==> src/rtl/countdown_pkg.sv <==
// Shared types and helpers for the countdown timer: state encoding, digit count,
// nibble clamping and leading-zero blanking mask.
package countdown_pkg;

  typedef enum logic [1:0] {
    ST_IDLE  = 2'd0,
    ST_RUN   = 2'd1,
    ST_PAUSE = 2'd2,
    ST_DONE  = 2'd3
  } state_t;

  localparam int BCD_DIGITS = 4;
  localparam int BCD_W      = 4 * BCD_DIGITS;

  function automatic logic [3:0] clamp_nib(input logic [3:0] n);
    return (n > 4'd9) ? 4'd9 : n;
  endfunction

  function automatic logic [BCD_W-1:0] clamp_bcd(input logic [BCD_W-1:0] v);
    logic [BCD_W-1:0] r;
    r = '0;
    for (int i = 0; i < BCD_DIGITS; i++) begin
      r[4*i +: 4] = clamp_nib(v[4*i +: 4]);
    end
    return r;
  endfunction

  // LS digit always lit; a higher digit is lit once any digit at or above it is non-zero.
  function automatic logic [BCD_DIGITS-1:0] lz_mask(input logic [BCD_W-1:0] v);
    logic [BCD_DIGITS-1:0] m;
    logic                  seen;
    m    = '0;
    seen = 1'b0;
    for (int i = BCD_DIGITS - 1; i >= 1; i--) begin
      seen = seen | (v[4*i +: 4] != 4'd0);
      m[i] = seen;
    end
    m[0] = 1'b1;
    return m;
  endfunction

endpackage

==> src/rtl/bcd_down_cnt4.sv <==
// Purpose: next-value logic for a 4-digit BCD down counter (load > decrement > hold).
// Latency: combinational; the caller registers nxt. Backpressure: none, decrement at 0000 is suppressed.
module bcd_down_cnt4
  import countdown_pkg::*;
(
  input  logic [BCD_W-1:0] cur,
  input  logic             load,
  input  logic [BCD_W-1:0] load_val,
  input  logic             dec,
  output logic [BCD_W-1:0] nxt,
  output logic             one
);

  logic [BCD_W-1:0] dec_val;
  logic             borrow;
  logic             is_zero;

  // Ripple borrow from the LS digit: a zero digit wraps to 9 and passes the borrow upward.
  always_comb begin
    dec_val = cur;
    borrow  = 1'b1;
    for (int i = 0; i < BCD_DIGITS; i++) begin
      if (borrow) begin
        if (cur[4*i +: 4] == 4'd0) begin
          dec_val[4*i +: 4] = 4'd9;
        end else begin
          dec_val[4*i +: 4] = cur[4*i +: 4] - 4'd1;
          borrow            = 1'b0;
        end
      end
    end
  end

  assign is_zero = (cur == '0);
  assign one     = (cur == {{(BCD_W-4){1'b0}}, 4'd1});

  always_comb begin
    nxt = cur;
    if (load) begin
      nxt = load_val;
    end else if (dec && !is_zero) begin
      nxt = dec_val;
    end
  end

endmodule

==> src/rtl/countdown_ctrl.sv <==
// Purpose: countdown sequencing FSM (IDLE/RUN/PAUSE/DONE) with BCD time and digit blanking; COUNTDOWN_ALARM_BLINK_EN blinks DIG_EN in DONE.
// Latency: all outputs registered, one cycle after the causing TICK/pulse. Backpressure: none, pulses act on the cycle they arrive.
module countdown_ctrl
  import countdown_pkg::*;
#(
  parameter logic [15:0] DEFAULT_BCD = 16'h0060
) (
  input  logic        CLK,
  input  logic        CLR,
  input  logic        TICK,
  input  logic        START_STOP,
  input  logic        LOAD,
  input  logic [15:0] LOAD_BCD,
  output logic [15:0] BCD,
  output logic [3:0]  DIG_EN,
  output logic        RUNNING,
  output logic        DONE
);

  state_t           state_q, state_d;
  logic [BCD_W-1:0] bcd_q;
  logic [BCD_W-1:0] preset_q, preset_d;
  logic [3:0]       dig_en_q, dig_en_d;
  logic             running_q, done_q;

  logic             cnt_load;
  logic [BCD_W-1:0] cnt_load_val;
  logic             cnt_dec;
  logic [BCD_W-1:0] cnt_nxt;
  logic             cnt_one;
  logic [BCD_W-1:0] load_clamped;

  assign load_clamped = clamp_bcd(LOAD_BCD);

  bcd_down_cnt4 u_cnt (
    .cur      (bcd_q),
    .load     (cnt_load),
    .load_val (cnt_load_val),
    .dec      (cnt_dec),
    .nxt      (cnt_nxt),
    .one      (cnt_one)
  );

  // LOAD outranks START_STOP, which outranks TICK; a lower-priority pulse in the same cycle is dropped.
  always_comb begin
    state_d      = state_q;
    preset_d     = preset_q;
    cnt_load     = 1'b0;
    cnt_load_val = preset_q;
    cnt_dec      = 1'b0;
    if (LOAD) begin
      preset_d     = load_clamped;
      cnt_load     = 1'b1;
      cnt_load_val = load_clamped;
      state_d      = ST_IDLE;
    end else begin
      unique case (state_q)
        ST_IDLE: begin
          if (START_STOP && (bcd_q != '0)) begin
            state_d = ST_RUN;
          end
        end
        ST_RUN: begin
          if (START_STOP) begin
            state_d = ST_PAUSE;
          end else if (TICK) begin
            cnt_dec = 1'b1;
            if (cnt_one) begin
              state_d = ST_DONE;
            end
          end
        end
        ST_PAUSE: begin
          if (START_STOP) begin
            state_d = ST_RUN;
          end
        end
        ST_DONE: begin
          if (START_STOP) begin
            cnt_load = 1'b1;
            state_d  = ST_IDLE;
          end
        end
        default: state_d = ST_IDLE;
      endcase
    end
  end

  // DONE forces every digit lit; otherwise blanking follows the value being registered.
  always_comb begin
    dig_en_d = lz_mask(cnt_nxt);
    if (state_d == ST_DONE) begin
`ifdef COUNTDOWN_ALARM_BLINK_EN
      if (state_q != ST_DONE) begin
        dig_en_d = 4'b1111;
      end else if (TICK) begin
        dig_en_d = ~dig_en_q;
      end else begin
        dig_en_d = dig_en_q;
      end
`else
      dig_en_d = 4'b1111;
`endif
    end
  end

  always_ff @(posedge CLK) begin
    if (CLR) begin
      state_q   <= ST_IDLE;
      bcd_q     <= DEFAULT_BCD;
      preset_q  <= DEFAULT_BCD;
      dig_en_q  <= lz_mask(DEFAULT_BCD);
      running_q <= 1'b0;
      done_q    <= 1'b0;
    end else begin
      state_q   <= state_d;
      bcd_q     <= cnt_nxt;
      preset_q  <= preset_d;
      dig_en_q  <= dig_en_d;
      running_q <= (state_d == ST_RUN);
      done_q    <= (state_d == ST_DONE);
    end
  end

  assign BCD     = bcd_q;
  assign DIG_EN  = dig_en_q;
  assign RUNNING = running_q;
  assign DONE    = done_q;

endmodule
==> config.mk <==
export PLATFORM = sky130hd
export DESIGN_NAME = countdown_ctrl
export DESIGN_NICKNAME = d
export VERILOG_FILES = /design/src/rtl/countdown_pkg.sv /design/src/rtl/bcd_down_cnt4.sv /design/src/rtl/countdown_ctrl.sv
export SDC_FILE = /design/constraint.sdc
export NUM_CORES = 1
export LEC_CHECK = 0
export ABC_AREA = 1
export ABC_CLOCK_PERIOD_IN_PS = 2300
export CORE_MARGIN = 4
export CORE_UTILIZATION = 30
export DETAILED_ROUTE_END_ITERATION = 8
export GPL_ROUTABILITY_DRIVEN = 0
export SLEW_MARGIN = 25
export SYNTH_ARGS = -nofsm -noshare
export SYNTH_HDL_FRONTEND = slang
export SYNTH_SLANG_ARGS = --single-unit
==> constraint.sdc <==
create_clock -name CLK -period 2.3 [get_ports CLK]
set_clock_uncertainty 0.05 [all_clocks]
set_input_delay 0.345 -clock CLK [delete_from_list [all_inputs] [get_ports CLK]]
set_output_delay 0.345 -clock CLK [all_outputs]
set_load 0.01 [all_outputs]
==> impl_results.html, run 1 <==
<table>
<tr><th>Metric</th><th>Value</th></tr>
<tr><th colspan="2">Pwr</th></tr>
<tr><td>Standby leakage power</td><td>1.24 nW</td></tr>
<tr><td>Switching Power</td><td>0.442 mW</td></tr>
<tr><td>Sequential cell fraction of total power</td><td>48.8%</td></tr>
<tr><td>Relative contribution of the clock network to total power</td><td>29.6%</td></tr>
<tr><td>Internal Power</td><td>1.07 mW</td></tr>
<tr><td>Proportion of power drawn by combinational gates</td><td>21.6%</td></tr>
<tr><td>Power per cell area</td><td>562 nW/um2</td></tr>
<tr><td>Max rail drop VDD</td><td>0.206 mV</td></tr>
<tr><td>Switching portion of total power</td><td>29.1%</td></tr>
<tr><th colspan="2">STA</th></tr>
<tr><td>Final count of negative-setup-slack endpoints</td><td>0</td></tr>
<tr><td>Number of pins with negative max-slew slack in the final report</td><td>0</td></tr>
<tr><td>Fin crit period</td><td>2.08 ns</td></tr>
<tr><td>Headroom to the max-slew limit</td><td>62.9%</td></tr>
<tr><td>Worst-margin pin slew</td><td>0.555 ns</td></tr>
<tr><td>Worst hold margin</td><td>0.453 ns</td></tr>
<tr><td>Setup Total Neg Slack</td><td>0 ns</td></tr>
<tr><td>RSZ-0062 raised after global routing</td><td>false</td></tr>
<tr><td>Highest attainable clock frequency</td><td>481 MHz</td></tr>
<tr><td>Hold violation count in the final report</td><td>0</td></tr>
<tr><td>Share of the clock period used by the worst path after layout</td><td>90.4%</td></tr>
<tr><th colspan="2">Finish</th></tr>
<tr><td>Post-route core utilization</td><td>39.9%</td></tr>
<tr><td>Most common cell after layout, fill and taps aside</td><td>nand2_1</td></tr>
<tr><td>Fraction of layout instances using a drive strength above 1</td><td>10.8%</td></tr>
<tr><td>Diode insertion count for antenna repair</td><td>0</td></tr>
<tr><td>Number of nets in the layout</td><td>383</td></tr>
<tr><td>Most frequent cells in the layout</td><td>nand2_1, nor2_1, clkdlybuf4s50_1</td></tr>
<tr><td>Final Non-Filler Cells</td><td>440</td></tr>
<tr><td>Area growth syn-to-layout</td><td>29.6%</td></tr>
<tr><th colspan="2">Route</th></tr>
<tr><td>Antenna Violating Nets Remaining</td><td>0</td></tr>
<tr><td>Post-detailed-route via-to-cell ratio</td><td>4.57</td></tr>
<tr><td>Total wire length after detailed routing</td><td>5.13 mm</td></tr>
<tr><td>Initial DRC count</td><td>127</td></tr>
<tr><td>Count of vias placed by the detailed router</td><td>2011</td></tr>
<tr><td>DRC violation count after routing</td><td>0</td></tr>
<tr><td>Routed length per placed instance</td><td>11.7 um</td></tr>
<tr><td>Total iterations of the first detailed-routing run</td><td>4</td></tr>
<tr><th colspan="2">Worst setup path</th></tr>
<tr><td>CP Data Arrival Time</td><td>2.21 ns</td></tr>
<tr><td>Critical R2R Capture</td><td>DIG_EN[1]$_SDFF_PP1_</td></tr>
<tr><td>Cell type with the highest occurrence count on the critical path</td><td>nand2_1</td></tr>
<tr><td>Stage delay of the slowest cell on the critical path</td><td>0.35 ns</td></tr>
<tr><td>Peak fanout along the critical path</td><td>10</td></tr>
<tr><td>Startpoint types</td><td>register</td></tr>
<tr><td>Classification of the worst setup path</td><td>reg -&gt; reg</td></tr>
<tr><td>Cell class contributing the biggest share of worst-path delay</td><td>simple AND/OR/NAND/NOR gates</td></tr>
<tr><td>Reg2reg setup slack</td><td>0.22 ns</td></tr>
<tr><td>Buf/Inv on CP</td><td>2</td></tr>
<tr><td>Master of the slowest instance on the critical path</td><td>dfxtp_1</td></tr>
<tr><td>Worst Path Required</td><td>2.43 ns</td></tr>
<tr><td>Capturing element type of the critical path</td><td>register</td></tr>
<tr><td>Cells along the critical path</td><td>inv_1 &gt; ha_1 &gt; nand2_4 &gt; nor2_8 &gt; nand2_4 &gt; nand2_8 &gt; inv_4 &gt; nand2_1 &gt; nand2_1 &gt; nand2_1 &gt; nand2_1 &gt; nor2_1 &gt; nand2_1 &gt; nor2_1 &gt; nand2_1</td></tr>
<tr><td>Worst R2R Path Depth</td><td>15</td></tr>
<tr><td>Reg2Reg Launch Point</td><td>BCD[0]$_SDFFE_PP0P_</td></tr>
<tr><th colspan="2">Global routing</th></tr>
<tr><td>Number of antenna violations at the first check in global routing</td><td>0</td></tr>
<tr><td>Pin count of the biggest net entering global routing</td><td>16</td></tr>
<tr><td>Wire length of the first global-routing pass</td><td>8.73 mm</td></tr>
<tr><td>Global-route usage over all layers</td><td>13.0%</td></tr>
<tr><td>Number of global-route vias before repair</td><td>1931</td></tr>
<tr><td>Grt total ovfl</td><td>0</td></tr>
<tr><th colspan="2">Hold path</th></tr>
<tr><td>Path class of the lowest-slack min-delay path</td><td>reg -&gt; reg</td></tr>
<tr><td>Start point of the worst hold path</td><td>preset_q[14]$_SDFF_PP0_</td></tr>
<tr><td>Hold Crit Depth</td><td>2</td></tr>
<tr><td>Hold endpoint</td><td>preset_q[14]$_SDFF_PP0_</td></tr>
<tr><th colspan="2">Clock tree</th></tr>
<tr><td>Number of gates resized after cts</td><td>0</td></tr>
<tr><td>Deepest level of the CTS H-tree</td><td>2</td></tr>
<tr><td>Clk root buf</td><td>clkbuf_8</td></tr>
<tr><td>CTS Hold Bufs</td><td>0</td></tr>
<tr><td>Setup fix buffers added after clock tree synthesis</td><td>0</td></tr>
<tr><td>Number of buffers on the longest clock path</td><td>2</td></tr>
<tr><td>TritonCTS clock tree</td><td>done</td></tr>
<tr><td>CTS clock-pin slew for the worst setup and hold paths</td><td>0.07 ns</td></tr>
<tr><td>Num CTS Buffers</td><td>5</td></tr>
<tr><td>Clock insertion delay at the later pin of the skew report</td><td>0.29 ns</td></tr>
<tr><td>Number of clock sinks seen by CTS</td><td>39</td></tr>
<tr><th colspan="2">Synth</th></tr>
<tr><td>Synthesized netlist net count</td><td>337</td></tr>
<tr><td>Share of the synthesized area in the top cell type</td><td>37.5%</td></tr>
<tr><td>Top area cells in the synthesized netlist</td><td>dfxtp_1, nand2_1, nor2_1, inv_1, o21ai_0</td></tr>
<tr><td>Yosys reg bits</td><td>39</td></tr>
<tr><td>Warnings, synthesis</td><td>0</td></tr>
<tr><td>Cell variety after synth</td><td>35</td></tr>
<tr><td>Gate count of the mapped netlist</td><td>313</td></tr>
<tr><td>Average size of a mapped cell</td><td>6.65 um2</td></tr>
<tr><td>Yosys top cell by area</td><td>dfxtp_1</td></tr>
<tr><td>Cell Area, Synth</td><td>2080 um2</td></tr>
<tr><td>Proportion of synthesized chip area in sequential cells</td><td>37.5%</td></tr>
<tr><th colspan="2">Place</th></tr>
<tr><td>Total of buffers placed on input and output ports</td><td>41</td></tr>
<tr><td>Total placed cells including tap cells</td><td>432</td></tr>
<tr><td>Placed wire-length estimate</td><td>4.07 mm</td></tr>
<tr><th colspan="2">Floorplan</th></tr>
<tr><td>Total Die Area</td><td>8340 um2</td></tr>
<tr><td>Number of rows created at floorplan</td><td>30</td></tr>
<tr><td>Starting density of the core</td><td>30.8%</td></tr>
<tr><td>Die extent in x</td><td>91.3 um</td></tr>
<tr><td>Vertical die dimension</td><td>91.3 um</td></tr>
<tr><td>Core region area</td><td>6760 um2</td></tr>
<tr><td>Top-level port count</td><td>43</td></tr>
<tr><th colspan="2">Flow run</th></tr>
<tr><td>Max-cap viol count</td><td>0</td></tr>
<tr><th colspan="2">Run status</th></tr>
<tr><td>Run status</td><td>finished, final reports clean</td></tr>
</table>
==> worst register-to-register path: cells and delay by family, from the launching register on <==
kind	cells	cell delay (ns)
simple gates	12	1.19
buf+inv	2	0.18
fa+ha+maj	1	0.20
flops	1	0.35
==> cells in the mapped netlist <==
| master | n |
|---|---|
| a21boi_2 | 1 |
| a21oi_1 | 8 |
| a21oi_2 | 1 |
| a22o_1 | 1 |
| a22oi_1 | 1 |
| a31oi_1 | 5 |
| buf_2 | 2 |
| buf_4 | 1 |
| clkbuf_1 | 6 |
| clkinv_1 | 1 |
| conb_1 | 1 |
| dfxtp_1 | 39 |
| ha_1 | 3 |
| inv_1 | 40 |
| inv_2 | 1 |
| inv_4 | 1 |
| nand2_1 | 88 |
| nand2_2 | 2 |
| nand2_4 | 3 |
| nand2_8 | 1 |
| nand3_1 | 11 |
| nand3_2 | 2 |
| nand3b_1 | 1 |
| nand4_1 | 3 |
| nor2_1 | 47 |
| nor2_2 | 5 |
| nor2_4 | 2 |
| nor2_8 | 1 |
| nor3_1 | 1 |
| o211a_1 | 1 |
| o21ai_0 | 22 |
| o22ai_1 | 2 |
| o31ai_1 | 1 |
| or2_2 | 6 |
| xor2_1 | 2 |
==> cell families after synthesis <==
family / after synthesis / synth area share, %
other: 1 / 0.180
AO/OA/AOI/OAI: 43 / 11.9
AND/OR/NAND/NOR: 173 / 38.0
XOR/XNOR: 2 / 0.841
adder cells (fa/ha/maj): 3 / 1.80
buffers and inverters: 52 / 9.80
flip-flops: 39 / 37.5
==> layer usage <==
| metal | part of all wire, % | wire, um | up-vias | GRT usage [%] |
|---|---|---|---|---|
| li1 | - | - | 1072 | - |
| met1 | 47 | 2410 | 869 | 17.1 |
| met2 | 45 | 2290 | 59 | 20.0 |
| met3 | 5.7 | 293 | 11 | 2.57 |
| met4 | 2.6 | 134 | 0 | 6.66 |
| met5 | 0 | 0 | - | 0 |
==> stage by stage <==
step,total power [mW],area (um2),worst slack [ns]
2_1_floorplan,0.948,2080,0.444
3_3_place_gp,1.08,2620,0.0261
3_5_place_dp,1.08,2620,0.0263
4_1_cts,1.53,2700,0.229
5_1_grt,1.61,2700,0.0163
6_report,1.52,2700,0.221
==> power groups by stage <==
stage	clock network [mW]	registers, mW	logic [mW]
floorplan	0	0.760	0.188
global route	0.494	0.746	0.370
global placement	0	0.757	0.326
detailed placement	0	0.756	0.328
finish	0.448	0.741	0.327
CTS	0.461	0.741	0.330
==> worst max path at each step <==
stage | depth (start not counted) | to | start
5_1_grt | 15 | DIG_EN[1]$_SDFF_PP1_ | BCD[0]$_SDFFE_PP0P_
3_5_place_dp | 12 | DIG_EN[1]$_SDFF_PP1_ | START_STOP
2_1_floorplan | 12 | DIG_EN[2]$_SDFF_PP0_ | BCD[0]$_SDFFE_PP0P_
6_report | 15 | DIG_EN[1]$_SDFF_PP1_ | BCD[0]$_SDFFE_PP0P_
3_3_place_gp | 12 | DIG_EN[2]$_SDFF_PP0_ | START_STOP
4_1_cts | 15 | DIG_EN[1]$_SDFF_PP1_ | BCD[0]$_SDFFE_PP0P_
==> flip-flops by register name, indices dropped and copies added, names as in the netlist <==
register	flops
BCD	16
preset_q	16
DIG_EN	3
state_q	2
DONE	1
RUNNING	1
==> cell type report <==
cell class	instances	area (um2)
inverter	43	164
fill	729	4060
sequential	39	781
multi-input combinational	222	1100
clock buffer	7	76.3
tap	80	100
timing repair buffer	48	475
clock inverter	1	5.00
No activity file was read; power rests on OpenSTA's default activity.
==> run 2: changes to the inputs <==
SETUP_SLACK_MARGIN = 0.4   (was not set)
==> run 2 against run 1 <==
  * Register-to-register slack better by 0.20 ns
  * Via count rose by 4.4%
  * Count of clock-buffer cells in the layout unchanged
  * Design area up 8.5%
  * Worst setup slack gained 0.20 ns
  * Largest power group unchanged
  * First-iteration DRC count grew 11%
  * Critical endpoint is now DIG_EN[2]$_SDFF_PP0_
==> impl_results.html, run 2 (synthesis results as in run 1) <==
<table>
<tr><th>Metric</th><th>Value</th></tr>
<tr><th colspan="2">Floorplan</th></tr>
<tr><td>Total Die Area</td><td>8340 um2</td></tr>
<tr><td>Number of rows created at floorplan</td><td>30</td></tr>
<tr><td>Starting density of the core</td><td>30.8%</td></tr>
<tr><td>Vertical die dimension</td><td>91.3 um</td></tr>
<tr><td>Core region area</td><td>6760 um2</td></tr>
<tr><td>Die extent in x</td><td>91.3 um</td></tr>
<tr><td>Top-level port count</td><td>43</td></tr>
<tr><th colspan="2">Finish</th></tr>
<tr><td>Multi-input combinational cell area</td><td>1180 um2</td></tr>
<tr><td>Diode insertion count for antenna repair</td><td>0</td></tr>
<tr><td>Fraction of layout instances using a drive strength above 1</td><td>20.3%</td></tr>
<tr><td>Fill cells</td><td>698</td></tr>
<tr><td>Sequential cell area</td><td>786 um2</td></tr>
<tr><td>Most common cell after layout, fill and taps aside</td><td>nand2_1</td></tr>
<tr><td>Most frequent cells in the layout</td><td>nand2_1, nor2_1, clkdlybuf4s50_1</td></tr>
<tr><td>Number of nets in the layout</td><td>397</td></tr>
<tr><td>Final instance area</td><td>2930 um2</td></tr>
<tr><td>Area growth syn-to-layout</td><td>40.6%</td></tr>
<tr><th colspan="2">Worst setup path</th></tr>
<tr><td>Cells along the critical path</td><td>inv_4 &gt; ha_4 &gt; nand2_8 &gt; nor2_8 &gt; nand2_4 &gt; nand2_8 &gt; nand2_4 &gt; nand2_2 &gt; nand2_2 &gt; nand2_2 &gt; nand2_2 &gt; nor2_4 &gt; nand3_2 &gt; nor2_2 &gt; nor2_1</td></tr>
<tr><td>Master of the slowest instance on the critical path</td><td>dfxtp_4</td></tr>
<tr><td>Classification of the worst setup path</td><td>reg -&gt; reg</td></tr>
<tr><td>Stage delay of the slowest cell on the critical path</td><td>0.37 ns</td></tr>
<tr><td>Cell class contributing the biggest share of worst-path delay</td><td>simple AND/OR/NAND/NOR gates</td></tr>
<tr><td>Peak fanout along the critical path</td><td>6</td></tr>
<tr><td>Buf/Inv on CP</td><td>1</td></tr>
<tr><td>Cell type with the highest occurrence count on the critical path</td><td>nand2_2</td></tr>
<tr><td>Capturing element type of the critical path</td><td>register</td></tr>
<tr><td>Worst Path Required</td><td>2.41 ns</td></tr>
<tr><td>Startpoint types</td><td>register</td></tr>
<tr><td>CP Data Arrival Time</td><td>1.99 ns</td></tr>
<tr><th colspan="2">Pwr</th></tr>
<tr><td>Proportion of power drawn by combinational gates</td><td>23.5%</td></tr>
<tr><td>Sequential cell fraction of total power</td><td>47.7%</td></tr>
<tr><td>Switching Power</td><td>0.461 mW</td></tr>
<tr><td>Power per cell area</td><td>532 nW/um2</td></tr>
<tr><td>Switching portion of total power</td><td>29.6%</td></tr>
<tr><td>Relative contribution of the clock network to total power</td><td>28.8%</td></tr>
<tr><td>Max rail drop VDD</td><td>0.207 mV</td></tr>
<tr><td>Standby leakage power</td><td>1.34 nW</td></tr>
<tr><td>Internal Power</td><td>1.10 mW</td></tr>
<tr><th colspan="2">STA</th></tr>
<tr><td>Headroom to the max-slew limit</td><td>62.4%</td></tr>
<tr><td>Setup Total Neg Slack</td><td>0 ns</td></tr>
<tr><td>Hold violation count in the final report</td><td>0</td></tr>
<tr><td>Final count of negative-setup-slack endpoints</td><td>0</td></tr>
<tr><td>Number of pins with negative max-slew slack in the final report</td><td>0</td></tr>
<tr><td>RSZ-0062 raised after global routing</td><td>true</td></tr>
<tr><td>Worst-margin pin slew</td><td>0.563 ns</td></tr>
<tr><td>Fin crit period</td><td>1.88 ns</td></tr>
<tr><td>Share of the clock period used by the worst path after layout</td><td>81.6%</td></tr>
<tr><td>Highest attainable clock frequency</td><td>533 MHz</td></tr>
<tr><th colspan="2">Route</th></tr>
<tr><td>Antenna Violating Nets Remaining</td><td>0</td></tr>
<tr><td>Initial DRC count</td><td>141</td></tr>
<tr><td>DRC violation count after routing</td><td>0</td></tr>
<tr><td>Count of vias placed by the detailed router</td><td>2100</td></tr>
<tr><td>Post-detailed-route via-to-cell ratio</td><td>4.63</td></tr>
<tr><td>Routed length per placed instance</td><td>11.9 um</td></tr>
<tr><td>Total wire length after detailed routing</td><td>5.43 mm</td></tr>
<tr><td>Total iterations of the first detailed-routing run</td><td>5</td></tr>
<tr><th colspan="2">Clock tree</th></tr>
<tr><td>TritonCTS clock tree</td><td>done</td></tr>
<tr><td>Num CTS Buffers</td><td>5</td></tr>
<tr><td>CTS Hold Bufs</td><td>0</td></tr>
<tr><td>Deepest level of the CTS H-tree</td><td>2</td></tr>
<tr><td>CTS clock-pin slew for the worst setup and hold paths</td><td>0.07 ns</td></tr>
<tr><td>Clk root buf</td><td>clkbuf_8</td></tr>
<tr><td>Number of clock sinks seen by CTS</td><td>39</td></tr>
<tr><td>Clock insertion delay at the later pin of the skew report</td><td>0.29 ns</td></tr>
<tr><td>Number of buffers on the longest clock path</td><td>2</td></tr>
<tr><th colspan="2">Global routing</th></tr>
<tr><td>Grt total ovfl</td><td>0</td></tr>
<tr><td>Global-route usage over all layers</td><td>13.5%</td></tr>
<tr><td>Number of antenna violations at the first check in global routing</td><td>0</td></tr>
<tr><td>Number of global-route vias before repair</td><td>1953</td></tr>
<tr><td>Wire length of the first global-routing pass</td><td>9.06 mm</td></tr>
<tr><td>Pin count of the biggest net entering global routing</td><td>16</td></tr>
<tr><th colspan="2">Hold path</th></tr>
<tr><td>Path class of the lowest-slack min-delay path</td><td>reg -&gt; reg</td></tr>
<tr><th colspan="2">Place</th></tr>
<tr><td>Placed wire-length estimate</td><td>4.07 mm</td></tr>
<tr><td>Area of placed instances</td><td>2620 um2</td></tr>
<tr><td>Total of buffers placed on input and output ports</td><td>41</td></tr>
<tr><th colspan="2">Run status</th></tr>
<tr><td>Run status</td><td>finished, final reports clean</td></tr>
<tr><th colspan="2">Flow run</th></tr>
<tr><td>Max-cap viol count</td><td>0</td></tr>
</table>
[run 2: changes by cell type in the layout (fill, tap and decap cells not counted), moves of 3 or more]
cell / delta
nand2_2: +7
nor2_1: -5
buf_6: +3
clkdlybuf4s50_1: -3
dlygate4sd2_1: +3
nor2_2: +3
buf_4: +9
inv_1: -4
nand2_1: -7
o21ai_0: -3
[run 2: tightest hold or removal path, stage by stage, from the launching register on]
cell and delay [ns]:
dfxtp_2 0.34, nand2_1 0.06, a31oi_1 0.06
[run 2: per-layer routing]
layer / up-vias / track usage (%) / wire, um
li1: 1099 / - / -
met1: 943 / 17.9 / 2580
met2: 52 / 20.8 / 2520
met3: 6 / 2.57 / 223
met4: 0 / 6.53 / 98
met5: - / 0 / 0
[run 2: layout make-up]
type                            count  share of cell area, %
Multi-Input combinational cell    222                   40.3
Sequential cell                    39                   26.8
Timing Repair Buffer               62                   20.9
Inverter                           43                   5.77
Tap cell                           80                   3.42
Clock buffer                        7                   2.61
Clock inverter                      1                  0.171
[run 2: final timing paths]
check	start	endpoint	slack (ns)	cells after the start
setup / recovery	BCD[0]$_SDFFE_PP0P_	DIG_EN[2]$_SDFF_PP0_	0.42	15
setup reg to reg	BCD[0]$_SDFFE_PP0P_	DIG_EN[2]$_SDFF_PP0_	0.42	15
hold reg to reg	BCD[1]$_SDFFE_PP0P_	BCD[1]$_SDFFE_PP0P_	0.45	2
hold / removal	BCD[1]$_SDFFE_PP0P_	BCD[1]$_SDFFE_PP0P_	0.45	2
[run 2: per-stage QoR]
| stage | power [mW] | utilization [%] | std cells | setup WS (ns) | hold WS, ns |
|---|---|---|---|---|---|
| 3_3_place_gp | 1.08 | 38.7 | 432 | 0.0261 | 0.429 |
| 6_report | 1.56 | 43.3 | 454 | 0.424 | 0.449 |
| 4_1_cts | 1.55 | 41.6 | 449 | 0.404 | 0.450 |
| 5_1_grt | 1.65 | 43.3 | 454 | 0.274 | 0.485 |
| 2_1_floorplan | 0.948 | - | 313 | 0.444 | 0.390 |
| 3_5_place_dp | 1.08 | 38.7 | 432 | 0.0263 | 0.447 |
[run 2: what timing repair did]
item | 4_1_cts | 5_1_grt
pin swaps | 5 | 19
gates resized for setup | 16 | 25
setup buffers | 9 | 5
endpoints found under the setup margin | 3 | 3
[run 2: power groups by stage]
stage               sequential (mW)  combinational, mW  clock [mW]
floorplan                     0.760              0.188           0
CTS                           0.742              0.342       0.461
global placement              0.757              0.326           0
finish                        0.743              0.366       0.448
detailed placement            0.756              0.328           0
global route                  0.749              0.407       0.497
==> run 3: changes to the inputs <==
ABC_CLOCK_PERIOD_IN_PS = 1600   (was 2300)
clock period = 1.6 ns   (was 2.3 ns; I/O delays follow)
==> run 3 against run 2 <==
  * The flow now finishes with violations (setup timing)
  * Sequential cell count did not move
  * Fmax rose by 4.2%
  * Non-clock buffer count rose by 61
  * Power rose by 55%
  * Highest routed layer unchanged
==> impl_results.html, run 3 (synthesis results as in run 1) <==
<table>
<tr><th>Metric</th><th>Value</th></tr>
<tr><th colspan="2">Finish</th></tr>
<tr><td>Final Non-Filler Cells</td><td>515</td></tr>
<tr><td>Post-route core utilization</td><td>53.3%</td></tr>
<tr><td>Most frequent cells in the layout</td><td>nand2_1, buf_4, nor2_1</td></tr>
<tr><td>Number of nets in the layout</td><td>459</td></tr>
<tr><td>Diode insertion count for antenna repair</td><td>0</td></tr>
<tr><td>Final instance area</td><td>3600 um2</td></tr>
<tr><td>Area growth syn-to-layout</td><td>73.1%</td></tr>
<tr><td>Most common cell after layout, fill and taps aside</td><td>nand2_1</td></tr>
<tr><td>Fraction of layout instances using a drive strength above 1</td><td>46.2%</td></tr>
<tr><th colspan="2">STA</th></tr>
<tr><td>Fin crit period</td><td>1.80 ns</td></tr>
<tr><td>Post-route setup slack</td><td>-0.200 ns</td></tr>
<tr><td>RSZ-0062 raised after global routing</td><td>true</td></tr>
<tr><td>Share of the clock period used by the worst path after layout</td><td>113%</td></tr>
<tr><td>Number of pins with negative max-slew slack in the final report</td><td>0</td></tr>
<tr><td>Hold violation count in the final report</td><td>0</td></tr>
<tr><td>Setup Total Neg Slack</td><td>-0.743 ns</td></tr>
<tr><td>Worst hold margin</td><td>0.299 ns</td></tr>
<tr><td>Final count of negative-setup-slack endpoints</td><td>7</td></tr>
<tr><td>Highest attainable clock frequency</td><td>555 MHz</td></tr>
<tr><th colspan="2">Place</th></tr>
<tr><td>Area of placed instances</td><td>3120 um2</td></tr>
<tr><td>Total placed cells including tap cells</td><td>493</td></tr>
<tr><td>Placed wire-length estimate</td><td>4.57 mm</td></tr>
<tr><td>Total of buffers placed on input and output ports</td><td>41</td></tr>
<tr><th colspan="2">Pwr</th></tr>
<tr><td>Switching Power</td><td>0.713 mW</td></tr>
<tr><td>Max rail drop VDD</td><td>0.331 mV</td></tr>
<tr><td>Relative contribution of the clock network to total power</td><td>25.7%</td></tr>
<tr><td>Switching portion of total power</td><td>29.5%</td></tr>
<tr><td>Proportion of power drawn by combinational gates</td><td>30.4%</td></tr>
<tr><td>Sequential cell fraction of total power</td><td>43.9%</td></tr>
<tr><td>Standby leakage power</td><td>1.72 nW</td></tr>
<tr><td>Power per cell area</td><td>670 nW/um2</td></tr>
<tr><td>Internal Power</td><td>1.70 mW</td></tr>
<tr><th colspan="2">Floorplan</th></tr>
<tr><td>Die extent in x</td><td>91.3 um</td></tr>
<tr><td>Starting density of the core</td><td>30.8%</td></tr>
<tr><td>Total Die Area</td><td>8340 um2</td></tr>
<tr><td>Core region area</td><td>6760 um2</td></tr>
<tr><td>Vertical die dimension</td><td>91.3 um</td></tr>
<tr><td>Number of rows created at floorplan</td><td>30</td></tr>
<tr><td>Top-level port count</td><td>43</td></tr>
<tr><th colspan="2">Global routing</th></tr>
<tr><td>Grt total ovfl</td><td>0</td></tr>
<tr><td>Global-route usage over all layers</td><td>14.8%</td></tr>
<tr><td>Number of antenna violations at the first check in global routing</td><td>0</td></tr>
<tr><td>Number of global-route vias before repair</td><td>2176</td></tr>
<tr><td>Pin count of the biggest net entering global routing</td><td>14</td></tr>
<tr><td>Wire length of the first global-routing pass</td><td>10.1 mm</td></tr>
<tr><th colspan="2">Worst setup path</th></tr>
<tr><td>Worst Setup SP</td><td>BCD[1]$_SDFFE_PP0P_</td></tr>
<tr><td>Startpoint types</td><td>register</td></tr>
<tr><td>Reg2Reg Launch Point</td><td>BCD[1]$_SDFFE_PP0P_</td></tr>
<tr><td>Capturing element type of the critical path</td><td>register</td></tr>
<tr><td>CP Data Arrival Time</td><td>1.93 ns</td></tr>
<tr><td>Peak fanout along the critical path</td><td>5</td></tr>
<tr><td>Reg2reg setup slack</td><td>-0.20 ns</td></tr>
<tr><td>Classification of the worst setup path</td><td>reg -&gt; reg</td></tr>
<tr><td>Worst Path Required</td><td>1.73 ns</td></tr>
<tr><th colspan="2">Run status</th></tr>
<tr><td>Run status</td><td>complete, but fails checks</td></tr>
<tr><td>Violated checks</td><td>setup timing</td></tr>
<tr><th colspan="2">Clock tree</th></tr>
<tr><td>CTS clock-pin slew for the worst setup and hold paths</td><td>0.07 ns</td></tr>
<tr><td>Number of buffers on the longest clock path</td><td>2</td></tr>
<tr><td>Deepest level of the CTS H-tree</td><td>2</td></tr>
<tr><td>Clk root buf</td><td>clkbuf_8</td></tr>
<tr><td>Number of clock sinks seen by CTS</td><td>39</td></tr>
<tr><td>Num CTS Buffers</td><td>5</td></tr>
<tr><td>TritonCTS clock tree</td><td>done</td></tr>
<tr><td>Clock insertion delay at the later pin of the skew report</td><td>0.29 ns</td></tr>
<tr><th colspan="2">Route</th></tr>
<tr><td>DRC violation count after routing</td><td>0</td></tr>
<tr><td>Routed length per placed instance</td><td>11.9 um</td></tr>
<tr><td>Total iterations of the first detailed-routing run</td><td>4</td></tr>
<tr><td>Count of vias placed by the detailed router</td><td>2294</td></tr>
<tr><td>Post-detailed-route via-to-cell ratio</td><td>4.45</td></tr>
<tr><td>Total wire length after detailed routing</td><td>6.13 mm</td></tr>
<tr><td>Antenna Violating Nets Remaining</td><td>0</td></tr>
<tr><td>Initial DRC count</td><td>83</td></tr>
<tr><th colspan="2">Hold path</th></tr>
<tr><td>Path class of the lowest-slack min-delay path</td><td>in -&gt; reg</td></tr>
<tr><td>Start point of the worst hold path</td><td>LOAD</td></tr>
<tr><th colspan="2">Flow run</th></tr>
<tr><td>Max-cap viol count</td><td>0</td></tr>
</table>
==> run 3: changes by cell type in the layout (fill, tap and decap cells not counted), sizes merged <==
cell           previous run  this run
clkdlybuf4s50            38        17
clkinv                    2         0
inv                      42        43
nand2                    94        95
buf                      21        99
dlygate4sd2               3         7
==> run 3: layout make-up <==
type	count	area [um2]
Clock buffer	7	76.3
Fill cell	669	3150
Inverter	43	171
Multi-Input combinational cell	223	1360
Sequential cell	39	808
Tap cell	80	100
Timing Repair Buffer	123	1090
==> run 3: final timing paths <==
kind / to / depth (start not counted)
max reg2reg: DIG_EN[1]$_SDFF_PP1_ / 14
min reg2reg: preset_q[1]$_SDFF_PP0_ / 2
min: state_q[0]$_SDFF_PP0_ / 4
max: DIG_EN[1]$_SDFF_PP1_ / 14
==> run 3: routing by layer <==
metal / vias up / track usage, % / wire length, um
li1: 1220 / - / -
met1: 1027 / 18.3 / 2740
met2: 41 / 26.2 / 3120
met3: 6 / 1.99 / 193
met4: 0 / 4.90 / 82
met5: - / 0 / 0
==> run 3: power by group through the flow <==
stage	sequential (mW)	clock, mW	combinational (mW)
2_1_floorplan	1.10	0	0.280
3_3_place_gp	1.07	0	0.626
3_5_place_dp	1.07	0	0.626
4_1_cts	1.06	0.643	0.673
5_1_grt	1.07	0.682	0.802
6_report	1.06	0.621	0.734
==> run 3: per-stage QoR <==
step	worst slack (ns)	power (mW)
after floorplan	-0.0640	1.38
after global placement	-0.537	1.70
after detailed placement	-0.549	1.70
after CTS	-0.164	2.38
after global routing	-0.352	2.55
final	-0.200	2.42
==> run 3: what timing repair did <==
action / 4_1_cts / 5_1_grt
hold buffers: 0 / 0
resized for setup: 127 / 58
setup buffers: 10 / 4
pin swaps: 18 / 21
gates cloned: 1 / 0
setup endpoints to repair: 60 / 41
==> run 3: worst max-delay path, cell delays in order (launching register included) <==
cell and delay [ns]:
dfxtp_4 0.35, inv_4 0.06, ha_4 0.13, nand2_4 0.06
nor2_8 0.13, nand2_4 0.09, nand2_8 0.10, nor2_4 0.05
buf_6 0.12, a21oi_4 0.10, nand2_1 0.07, nor2_2 0.09
nand3_2 0.10, nor2_4 0.12, nand2_1 0.06
